==> src/rtl/core_pkg.sv <==
// Shared integer-core constants and the register write request record.
package core_pkg;

    localparam int DATA_W = 32;
    localparam int ADDR_W = 5;

    localparam logic [ADDR_W-1:0] REG_ZERO = '0;

    typedef struct packed {
        logic [ADDR_W-1:0] rd;
        logic [DATA_W-1:0] data;
    } wb_req_t;

endpackage

==> src/rtl/writeback_arbiter_if.sv <==
// Producer/register-file bundle for the writeback arbiter.
// The WB_BYPASS_EN macro adds the read-forwarding ports.
interface writeback_arbiter_if #(
    parameter int DATA_W = core_pkg::DATA_W,
    parameter int ADDR_W = core_pkg::ADDR_W
);

    logic              alu_valid;
    logic [ADDR_W-1:0] alu_rd;
    logic [DATA_W-1:0] alu_data;
    logic              alu_ready;

    logic              ll_valid;
    logic              ll_ready;
    logic [ADDR_W-1:0] ll_rd;
    logic [DATA_W-1:0] ll_data;

    logic              wb_we;
    logic [ADDR_W-1:0] wb_rd;
    logic [DATA_W-1:0] wb_data;
    logic              ll_pending;

`ifdef WB_BYPASS_EN
    logic [ADDR_W-1:0] rs1;
    logic [ADDR_W-1:0] rs2;
    logic [DATA_W-1:0] rf_data1;
    logic [DATA_W-1:0] rf_data2;
    logic [DATA_W-1:0] fwd_data1;
    logic [DATA_W-1:0] fwd_data2;
`endif

    modport slave (
        input  alu_valid, alu_rd, alu_data, ll_valid, ll_rd, ll_data,
        output alu_ready, ll_ready, wb_we, wb_rd, wb_data, ll_pending
`ifdef WB_BYPASS_EN
        , input rs1, rs2, rf_data1, rf_data2,
        output fwd_data1, fwd_data2
`endif
    );

    modport master (
        output alu_valid, alu_rd, alu_data, ll_valid, ll_rd, ll_data,
        input  alu_ready, ll_ready, wb_we, wb_rd, wb_data, ll_pending
`ifdef WB_BYPASS_EN
        , output rs1, rs2, rf_data1, rf_data2,
        input fwd_data1, fwd_data2
`endif
    );

endinterface

==> src/rtl/writeback_arbiter_fifo.sv <==
// Small synchronous FIFO buffering long-latency writeback results.
module wb_fifo #(
    parameter int WIDTH = 37,
    parameter int DEPTH = 2
) (
    input  logic                     clk,
    input  logic                     rst,
    input  logic                     push,
    input  logic                     pop,
    input  logic [WIDTH-1:0]         wrData,
    output logic [WIDTH-1:0]         rdData,
    output logic                     full,
    output logic                     empty,
    output logic [$clog2(DEPTH):0]   count
);

    localparam int PW = $clog2(DEPTH);

    logic [WIDTH-1:0] mem [DEPTH];
    logic [PW-1:0]    wrPtr;
    logic [PW-1:0]    rdPtr;
    logic             doPush;
    logic             doPop;

    assign full   = (count == (PW+1)'(DEPTH));
    assign empty  = (count == '0);
    assign doPush = push && !full;
    assign doPop  = pop && !empty;
    assign rdData = mem[rdPtr];

    // NOTE: storage has no reset; validity is carried entirely by count.
    always_ff @(posedge clk) begin
        if (doPush) mem[wrPtr] <= wrData;
    end

    always_ff @(posedge clk or negedge rst) begin
        if (!rst) begin
            wrPtr <= '0;
            rdPtr <= '0;
            count <= '0;
        end else begin
            if (doPush) wrPtr <= wrPtr + PW'(1);
            if (doPop)  rdPtr <= rdPtr + PW'(1);
            case ({doPush, doPop})
                2'b10:   count <= count + (PW+1)'(1);
                2'b01:   count <= count - (PW+1)'(1);
                default: count <= count;
            endcase
        end
    end

endmodule

==> src/rtl/writeback_arbiter.sv <==
// Merges ALU and long-latency results onto the single register-file write port.
// Define WB_BYPASS_EN to add same-cycle write/read forwarding outputs.
module writeback_arbiter #(
    parameter int DATA_W       = core_pkg::DATA_W,
    parameter int ADDR_W       = core_pkg::ADDR_W,
    parameter int FIFO_DEPTH   = 2,
    parameter int STARVE_LIMIT = 4
) (
    input  logic               clk,
    input  logic               rst,
    writeback_arbiter_if.slave bus
);

    import core_pkg::*;

    localparam int CW    = $clog2(FIFO_DEPTH) + 1;
    localparam int SW    = $clog2(STARVE_LIMIT + 1);
    localparam int REQ_W = ADDR_W + DATA_W;
    localparam logic [SW-1:0] LIMIT_C = SW'(STARVE_LIMIT);

    logic              aluReadyQ;
    logic              wbWeQ;
    logic [ADDR_W-1:0] wbRdQ;
    logic [DATA_W-1:0] wbDataQ;
    logic [SW-1:0]     starveQ;
    logic [SW-1:0]     starveNext;

    logic [CW-1:0]     fifoCount;
    logic              fifoFull;
    logic              fifoEmpty;
    logic [REQ_W-1:0]  headReq;

    logic              llPush;
    logic              fifoPush;
    logic              fifoPop;
    logic              aluWin;
    logic              bypass;
    logic              selValid;
    logic [ADDR_W-1:0] selRd;
    logic [DATA_W-1:0] selData;

    assign bus.ll_ready   = !fifoFull;
    assign bus.ll_pending = (fifoCount != '0);
    assign bus.alu_ready  = aluReadyQ;
    assign bus.wb_we      = wbWeQ;
    assign bus.wb_rd      = wbRdQ;
    assign bus.wb_data    = wbDataQ;

    assign llPush   = bus.ll_valid && bus.ll_ready;
    assign fifoPush = llPush && !bypass;

    always_comb begin
        // NOTE: every output of this block gets a default first so no path infers a latch.
        fifoPop  = 1'b0;
        aluWin   = 1'b0;
        bypass   = 1'b0;
        selRd    = bus.alu_rd;
        selData  = bus.alu_data;
        if (!aluReadyQ && !fifoEmpty)           fifoPop = 1'b1;
        else if (bus.alu_valid && aluReadyQ)    aluWin  = 1'b1;
        else if (!fifoEmpty)                    fifoPop = 1'b1;
        else if (llPush)                        bypass  = 1'b1;
        if (fifoPop)     {selRd, selData} = headReq;
        else if (bypass) {selRd, selData} = {bus.ll_rd, bus.ll_data};
        selValid = fifoPop || aluWin || bypass;
    end

    // Counts consecutive ALU wins over a waiting FIFO head.
    always_comb begin
        starveNext = starveQ;
        if (fifoPop || fifoEmpty)
            starveNext = '0;
        else if (aluWin && starveQ != LIMIT_C)
            starveNext = starveQ + SW'(1);
    end

    // NOTE: sequential state uses non-blocking assignment so all registers update together.
    always_ff @(posedge clk or negedge rst) begin
        if (!rst) begin
            aluReadyQ <= 1'b1;
            starveQ   <= '0;
            wbWeQ     <= 1'b0;
            wbRdQ     <= '0;
            wbDataQ   <= '0;
        end else begin
            starveQ   <= starveNext;
            aluReadyQ <= (starveNext != LIMIT_C);
            wbWeQ     <= selValid && (selRd != ADDR_W'(REG_ZERO));
            if (selValid) begin
                wbRdQ   <= selRd;
                wbDataQ <= selData;
            end
        end
    end

    wb_fifo #(
        .WIDTH (REQ_W),
        .DEPTH (FIFO_DEPTH)
    ) u_fifo (
        .clk    (clk),
        .rst    (rst),
        .push   (fifoPush),
        .pop    (fifoPop),
        .wrData ({bus.ll_rd, bus.ll_data}),
        .rdData (headReq),
        .full   (fifoFull),
        .empty  (fifoEmpty),
        .count  (fifoCount)
    );

`ifdef WB_BYPASS_EN
    assign bus.fwd_data1 = (wbWeQ && wbRdQ == bus.rs1 && bus.rs1 != ADDR_W'(REG_ZERO))
                           ? wbDataQ : bus.rf_data1;
    assign bus.fwd_data2 = (wbWeQ && wbRdQ == bus.rs2 && bus.rs2 != ADDR_W'(REG_ZERO))
                           ? wbDataQ : bus.rf_data2;
`endif

endmodule

==> src/flat_wrapper.sv <==
// flat-port wrapper written by rule: the top's interface ports become plain ports
module writeback_arbiter_flat import core_pkg::*;
#(
    parameter int DATA_W       = core_pkg::DATA_W,
    parameter int ADDR_W       = core_pkg::ADDR_W,
    parameter int FIFO_DEPTH   = 2,
    parameter int STARVE_LIMIT = 4
)
  (clk, rst, bus_alu_valid, bus_alu_rd, bus_alu_data, bus_ll_valid, bus_ll_rd, bus_ll_data, bus_alu_ready, bus_ll_ready, bus_wb_we, bus_wb_rd, bus_wb_data, bus_ll_pending);
  writeback_arbiter_if #(.DATA_W(DATA_W), .ADDR_W(ADDR_W)) bus_i ();
  input  logic clk;
  input  logic rst;
  input wire logic [$bits(bus_i.alu_valid)-1:0] bus_alu_valid;
  input wire logic [$bits(bus_i.alu_rd)-1:0] bus_alu_rd;
  input wire logic [$bits(bus_i.alu_data)-1:0] bus_alu_data;
  input wire logic [$bits(bus_i.ll_valid)-1:0] bus_ll_valid;
  input wire logic [$bits(bus_i.ll_rd)-1:0] bus_ll_rd;
  input wire logic [$bits(bus_i.ll_data)-1:0] bus_ll_data;
  output wire logic [$bits(bus_i.alu_ready)-1:0] bus_alu_ready;
  output wire logic [$bits(bus_i.ll_ready)-1:0] bus_ll_ready;
  output wire logic [$bits(bus_i.wb_we)-1:0] bus_wb_we;
  output wire logic [$bits(bus_i.wb_rd)-1:0] bus_wb_rd;
  output wire logic [$bits(bus_i.wb_data)-1:0] bus_wb_data;
  output wire logic [$bits(bus_i.ll_pending)-1:0] bus_ll_pending;
  assign bus_i.alu_valid = bus_alu_valid;
  assign bus_i.alu_rd = bus_alu_rd;
  assign bus_i.alu_data = bus_alu_data;
  assign bus_i.ll_valid = bus_ll_valid;
  assign bus_i.ll_rd = bus_ll_rd;
  assign bus_i.ll_data = bus_ll_data;
  assign bus_alu_ready = bus_i.alu_ready;
  assign bus_ll_ready = bus_i.ll_ready;
  assign bus_wb_we = bus_i.wb_we;
  assign bus_wb_rd = bus_i.wb_rd;
  assign bus_wb_data = bus_i.wb_data;
  assign bus_ll_pending = bus_i.ll_pending;
  writeback_arbiter #(.DATA_W(DATA_W), .ADDR_W(ADDR_W), .FIFO_DEPTH(FIFO_DEPTH), .STARVE_LIMIT(STARVE_LIMIT)) u_core (.clk(clk), .rst(rst), .bus(bus_i));
endmodule
==> config.mk <==
export PLATFORM = sky130hd
export DESIGN_NAME = writeback_arbiter_flat
export DESIGN_NICKNAME = d
export VERILOG_FILES = /design/src/rtl/core_pkg.sv /design/src/rtl/writeback_arbiter_if.sv /design/src/rtl/writeback_arbiter_fifo.sv /design/src/rtl/writeback_arbiter.sv /design/src/flat_wrapper.sv
export SDC_FILE = /design/constraint.sdc
export NUM_CORES = 1
export LEC_CHECK = 0
export CORE_ASPECT_RATIO = 1.2
export CORE_UTILIZATION = 50
export DETAILED_ROUTE_END_ITERATION = 6
export PLACE_DENSITY = 0.8
export SLEW_MARGIN = 25
export SYNTH_ARGS = -nofsm -noshare
export SYNTH_HDL_FRONTEND = slang
export SYNTH_SLANG_ARGS = --single-unit
==> constraint.sdc <==
create_clock -name clk -period 3.7 [get_ports clk]
set_input_delay 0.555 -clock clk [delete_from_list [all_inputs] [get_ports clk]]
set_output_delay 0.555 -clock clk [all_outputs]
set_load 0.01 [all_outputs]
==> Word-level counts from Yosys, hierarchy flattened <==
Memories as Yosys holds them, arrays and structs flattened.
Cells that the tools add are included.
{ "word_totals": {"ff_bits": 46, "mem_bits_rw": 74, "output_inout_bits": 41, "wordCells": 56, "mem_count": 1} }
{ "classes": {"add_sub_neg": 5, "eq_ne": 5, "muxes": 18, "reduce_logical": 19} }
{ "mem_list": {"columns": ["name", "words", "word_bits", "rd", "rd_ports_with_merged_regs", "wr", "line_no", "text"], "rows": [
  ["u_core.u_fifo.mem", 2, 37, 1, 0, 1, "writeback_arbiter_fifo.sv:19", "logic [WIDTH-1:0] mem [DEPTH];"]
]} }
{ "op_table": {"columns": ["op", "n"], "rows": [
  ["32-bit 2-to-1 mux", 2],
  ["1-bit 2-to-1 mux", 11],
  ["5-bit 2-to-1 mux", 2],
  ["1-bit logical AND", 8],
  ["3-bit 2-to-1 mux", 2],
  ["3-bit != test (second input constant)", 2],
  ["5-bit nonzero test", 1],
  ["2-bit == test (second input constant)", 2],
  ["1-bit zero test", 4],
  ["2-bit one-hot mux with 2 select lines", 1],
  ["2-bit nonzero test", 2],
  ["3-bit by 1-bit adder with 3-bit output (second input constant)", 1],
  ["1-bit logical OR", 3],
  ["1-bit adder (second input constant)", 2],
  ["2-bit by 1-bit adder with 2-bit output (second input constant)", 1],
  ["2-bit by 1-bit == test with 1-bit output (second input constant)", 1],
  ["2-bit zero test", 1],
  ["2-bit by 1-bit subtractor with 2-bit output (second input constant)", 1]
]} }

==> Longest topological paths before layout <==
{ "logic_depth": {"ltp_word": 12, "depth_mapped": 10, "depth_no_buf": 8} }

==> Modules after synthesis <==
A second synthesis with hierarchy kept.
{ "hier_totals": {"hier_cells": 387, "area_unflattened_um2": 5557.8} }
{ "by_module_without_submodules": {"columns": ["mod", "instances", "cells_per_inst", "area_each_um2", "seq_area_each_um2"], "rows": [
  ["wb_fifo", 1, 133, 2949.1, 2322.2],
  ["writeback_arbiter", 1, 254, 2608.8, 1052.3]
]} }

==> Worst setup path before layout <==
No wires, ideal clock.
{ "synth_path": {"path_type": "register to register", "start": "register u_core.aluReadyQ (netlist: u_core.bus.alu_ready)", "end": "memory u_core.u_fifo.mem[0][0], enable pin", "setup_ns": 0.431, "t_arrival_ns": 2.497, "required_time_ns": 3.269, "slack_ns": 0.772, "stages_incl_launch_ff": 5, "cell_sequence": "dfstp_2 -> nand2_1 -> nor2_1 -> o21ai_0 -> nor2_1"} }
{ "synth_between": {"elab_chain_len": 8, "word_cells_on_any_way": 10, "cone_classes": "4 x mux; 6 x reduce/logical"} }
{ "synth_lines": {"columns": ["item", "line_no", "text"], "rows": [
  ["start: declaration", "writeback_arbiter.sv:21", "logic aluReadyQ;"],
  ["start signal: assignment", "writeback_arbiter.sv:87", "aluReadyQ <= (starveNext != LIMIT_C);"],
  ["1-bit logical AND / 1-bit zero test (equally long branches)", "writeback_arbiter.sv:60, writeback_arbiter.sv:59", null],
  ["1-bit 2-to-1 mux / 1-bit logical AND (equally long branches)", "writeback_arbiter.sv:60, writeback_arbiter.sv:59", null],
  ["1-bit 2-to-1 mux *", "writeback_arbiter.sv:59", "if (!aluReadyQ && !fifoEmpty) fifoPop = 1'b1;"],
  ["1-bit zero test *", "writeback_arbiter.sv:50", "assign fifoPush = llPush && !bypass;"],
  ["1-bit logical AND *", "writeback_arbiter.sv:50", null],
  ["1-bit logical AND *", "writeback_arbiter_fifo.sv:27", "assign doPush = push && !full;"],
  ["1-bit 2-to-1 mux *", "writeback_arbiter_fifo.sv:33", "if (doPush) mem[wrPtr] <= wrData;"],
  ["1-bit 2-to-1 mux (not written as such) *", "writeback_arbiter_fifo.sv:33", null],
  ["end: declaration", "writeback_arbiter_fifo.sv:19", null]
]} }
Mark *: on every way between the ends. The rest lies on a longest branch, timed or not.

==> Final worst setup path <==
{ "layout_path": {"start": "input bus_alu_valid", "end": "register u_core.wbDataQ[2] (netlist: u_core.bus.wb_data[2])"} }
{ "layout_between": {"elab_chain_len": 5, "word_cells_on_any_way": 11, "cone_classes": "8 x mux; 3 x reduce/logical"} }
{ "layout_lines": {"columns": ["item", "line_no", "text"], "rows": [
  ["start: declaration", "flat_wrapper.sv:13", "input wire logic [$bits(bus_i.alu_valid)-1:0] bus_alu_valid;"],
  ["1-bit logical AND *", "writeback_arbiter.sv:60", "else if (bus.alu_valid && aluReadyQ) aluWin = 1'b1;"],
  ["1-bit 2-to-1 mux", "writeback_arbiter.sv:60", null],
  ["1-bit 2-to-1 mux", "writeback_arbiter.sv:59", null],
  ["32-bit 2-to-1 mux / 1-bit logical OR (equally long branches)", "writeback_arbiter.sv:64, writeback_arbiter.sv:65", null],
  ["32-bit 2-to-1 mux / 1-bit logical OR (equally long branches)", "writeback_arbiter.sv:63, writeback_arbiter.sv:65", null],
  ["end signal: assignment", "writeback_arbiter.sv:91", "wbDataQ <= selData;"],
  ["end: declaration", "writeback_arbiter.sv:24", "logic [DATA_W-1:0] wbDataQ;"]
]} }
Marked as above.
A chain may end at the register's enable or synchronous reset.

==> results.txt <==
Derived from the worst setup path, the maximum achievable clock frequency is 0.4194 GHz. Sorting the synthesized cells by area gives the leading types as sky130_fd_sc_hd__edfxtp_1 43%, sky130_fd_sc_hd__dfrtp_1 22%, sky130_fd_sc_hd__nand2_1 5.3%, sky130_fd_sc_hd__a311oi_1 5.2%, sky130_fd_sc_hd__a211oi_1 4.8%. Measured on the finished design, the core utilization comes to 69.88%. The logs give 0 for the initial antenna violation count and 64.80% for the sequential cell area fraction in the yosys report. The count of buffers added on input and output ports is 118. Total via count in the routed design: 3,718.

Once detailed placement completed, the half-perimeter wirelength came to 7.478 mm. The clock arrives with 0.006190 ns of skew. Number of synthesized register bits: 120. The worst register-to-register path ends at u_core.bus.wb_data[2]. The via count of the first global-routing pass is 3,777. The tools report the minimum setup slack after placement as 0.7954 ns.

The slowest stage of the critical path is the sky130_fd_sc_hd__nand2_2 cell. After detailed routing, the met3 layer carries 605 µm of wire. The share of synthesized registers carrying an async set or reset is 38.33%, and the buffer count from post-CTS setup fixing is 0. Clock tree synthesis selected as its root buffer the cell sky130_fd_sc_hd__clkbuf_16. Core footprint: 10,060 µm². The delay of the slowest cell on the worst path came out at 0.49 ns.

By startpoint and endpoint, the worst setup path is classified as input port to flip-flop. In this run the power density over the cells is 758.7 nW/µm². For the leakage power total, the log shows 2.694 nW.

The number of enable flip-flop cells after synthesis works out to 74. The tools report the pin count of the biggest net entering global routing as 44. The transition at the pin with the smallest max-transition slack came out at 0.8754 ns. Summing all non-filler instances in the final layout gives an area of 7029 µm². The count of antenna diodes in the layout is 0, and the mean cell area of the mapped netlist is 12.49 µm². Summed over all instances, the cell type with the most area after synthesis is sky130_fd_sc_hd__edfxtp_1.

Setup violations remaining at the end of the flow were counted as 0. The worst voltage drop across the vdd grid was 0.4019 mV; the number of placed I/O pins was 119. The cell with the most instances after synthesis was sky130_fd_sc_hd__edfxtp_1.

The depth of the most critical reg-to-reg path was 7. TritonCTS built the clock tree. The proportion of layout cells with a drive suffix above 1 was 8.088%. The commonest cells after synthesis are 74 x sky130_fd_sc_hd__edfxtp_1, 73 x sky130_fd_sc_hd__nand2_1, 45 x sky130_fd_sc_hd__dfrtp_1. Count of fill cells added during filler insertion: 736. In the final timing run, aggregate negative setup slack is 0 ns. From left edge to right edge, the die measures 95.16 µm. After the flow finishes, the layout carries non-filler instances totaling 670. Remaining global-route overflow: 0. The reg-to-reg setup timing slack is 1.35 ns, and the average routed wire per standard cell is 17.32 µm. The count of nets left with antenna violations once routing finished came out at 0.

The clock reaches the later pin of the worst-skew pair after 0.40 ns. Buffers inserted during clock tree synthesis total 17. The type of origin of the critical path was an input port. Data arrives at the worst endpoint at 2.73 ns.

The critical path goes through clkdlybuf4s50_1 > nand2_1 > nand2_2 > buf_4 > a211oi_1 > a311oi_1 > a21o_1. The tools report the number of detailed-route iterations in the first pass as 4. For this run, the number of Yosys warnings is 0.

After synthesis the cells add up to 5207 µm². The final layout contains routed wiring with a total length of 11.61 mm. After the last flow step, the layout net total stands at 612. Across the run, the number of max-cap violations was 0.

The placed standard-cell area is 6452 µm². Summing internal, switching and leakage power gives 5.333 mW. The die covers 10,830 µm². Hold violation total from the final report: 0. Number of cells produced by synthesis: 417. The area share of the largest cell type after synthesis was 42.67%. The die is 113.8 µm tall. No sink is reached through more buffers than the 2 on the longest clock path. In the synthesized netlist the dominant register cell turns out to be sky130_fd_sc_hd__edfxtp_1. For this design, the CTS-stage hold fixing added 0 buffers. The run gives 0.1698 ns as the worst hold slack. The path class of the tightest hold or removal check is input port to async pin. The detailed router used layers up to and including met4. The clock slew at the register clock pins of the worst setup and hold paths is 0.05 ns. STA classifies the critical path endpoint as a flip-flop. The logs give 120 for the CTS sink count and 0 for the total count of max-transition violations in the final report. The run finished with clean final reports. Violation count after the first detailed-routing iteration: 284. The growth of design area from synthesis to finish is 34.98%, and the remaining design rule violation count is 0. At the end of routability-driven placement, the weighted congestion stood at 0.8040.

Detailed routing placed a total of 6.024 mm of wire on met2. The first global-routing pass estimated 18.77 mm of wire. Across every metal layer, demand over resource in global routing totals 23.52%. The number of placed instances with taps included came out at 636. After clock tree synthesis, the repair step resized 0 gates. For this configuration, the core starts out at a cell density of 51.77%. Setup repair after global routing left no endpoint under its margin.

The via count normalized by instance count was 5.549. The run gives 41.03% as the worst max-slew margin expressed relative to the limit. After detailed routing, the wire length on met1 is 4.842 mm. The number of nets handed over by synthesis was 498. The H-tree depth came out at 4. The number of placement rows is 40, and the final period demand of the worst path is 2.384 ns. The critical path required time was 4.05 ns.

The least setup slack across all paths after layout is 1.316 ns, and the worst-path maximum fanout is 37. The startpoint of the lowest-slack register-to-register path is u_core.u_fifo.count[0]. The final cycle utilization of the critical path works out to 64.44%.

The run gives 35 as the distinct cell type count of the synthesized netlist.
-- metal layers --
layer / global-route usage (%) / vias up
met3: 6.533 / 11
met5: 0 / -
met4: 10.10 / 0
met2: 38.10 / 120
met1: 29.42 / 1800
li1: - / 1787
-- where the power goes --
group / internal [mW] / switching [mW] / total, mW / leakage, nW
registers: 1.87 / 0.263 / 2.13 / 1.22
logic: 0.898 / 0.848 / 1.75 / 1.22
clock network: 0.923 / 0.534 / 1.46 / 0.258
total: 3.69 / 1.64 / 5.33 / 2.69
-- worst max path at each step --
stage | from | to | slack (ns) | depth (start not counted)
finish | bus_alu_valid | u_core.bus.wb_data[2] | 1.32 | 7
global route | u_core.u_fifo.count[0] | u_core.bus.wb_data[31] | 1.17 | 7
CTS | bus_alu_valid | u_core.u_fifo.mem[1][12] | 1.18 | 5
detailed placement | bus_alu_valid | u_core.u_fifo.mem[0][6] | 0.80 | 5
global placement | bus_alu_valid | u_core.u_fifo.mem[1][4] | 0.83 | 5
floorplan | u_core.bus.alu_ready | u_core.u_fifo.mem[0][0] | 0.77 | 4
-- logic make-up after synthesis --
| family | after synthesis | synth area share, % |
|---|---|---|
| simple gates | 130 | 11.85 |
| flops | 120 | 64.80 |
| compound gates | 115 | 16.82 |
| buf+inv | 36 | 3.436 |
| mux | 7 | 1.370 |
| xor+xnor | 6 | 1.009 |
| fa+ha+maj | 3 | 0.7209 |
-- state kept, by name, summed over array words and instances, names as in the netlist --
name and flops:
u_core.bus.alu_ready 1, u_core.starveQ 3, u_core.u_fifo.rdPtr 1, u_core.u_fifo.wrPtr 1
u_core.bus.wb_we 1, u_core.bus.wb_data 32, u_core.u_fifo.count 2, u_core.bus.wb_rd 5
u_core.u_fifo.mem 74
-- cell usage in the layout (no fill, tap or decap), drive strengths merged, types with 2 or more instances in the layout --
| cell | n |
|---|---|
| a211oi | 33 |
| a21o | 32 |
| a21oi | 5 |
| a311oi | 32 |
| and2 | 2 |
| buf | 9 |
| clkbuf | 28 |
| clkdlybuf4s50 | 117 |
| clkinv | 3 |
| dfrtp | 45 |
| edfxtp | 74 |
| ha | 3 |
| inv | 5 |
| mux2i | 6 |
| nand2 | 73 |
| nor2 | 13 |
| nor2b | 33 |
| o21ai | 8 |
| o22ai | 3 |
| or3 | 2 |
| xnor2 | 5 |
-- worst max-delay path: cells and delay by family --
kind	cells	cell delay (ns)
AND/OR/NAND/NOR	2	0.62
AO/OA/AOI/OAI	3	0.59
buffers and inverters	2	0.95
-- cell type report --
| class | count | area (µm²) | area share, % |
|---|---|---|---|
| clock buffer | 28 | 506.7 | 7.209 |
| clock inverter | 4 | 22.52 | 0.3204 |
| inverter | 5 | 18.77 | 0.2670 |
| multi-input combinational | 261 | 1679 | 23.89 |
| sequential | 120 | 3376 | 48.02 |
| tap | 126 | 157.7 | 2.243 |
| timing repair buffer | 126 | 1269 | 18.05 |
Note: power is estimated with default switching activity, not from simulation.
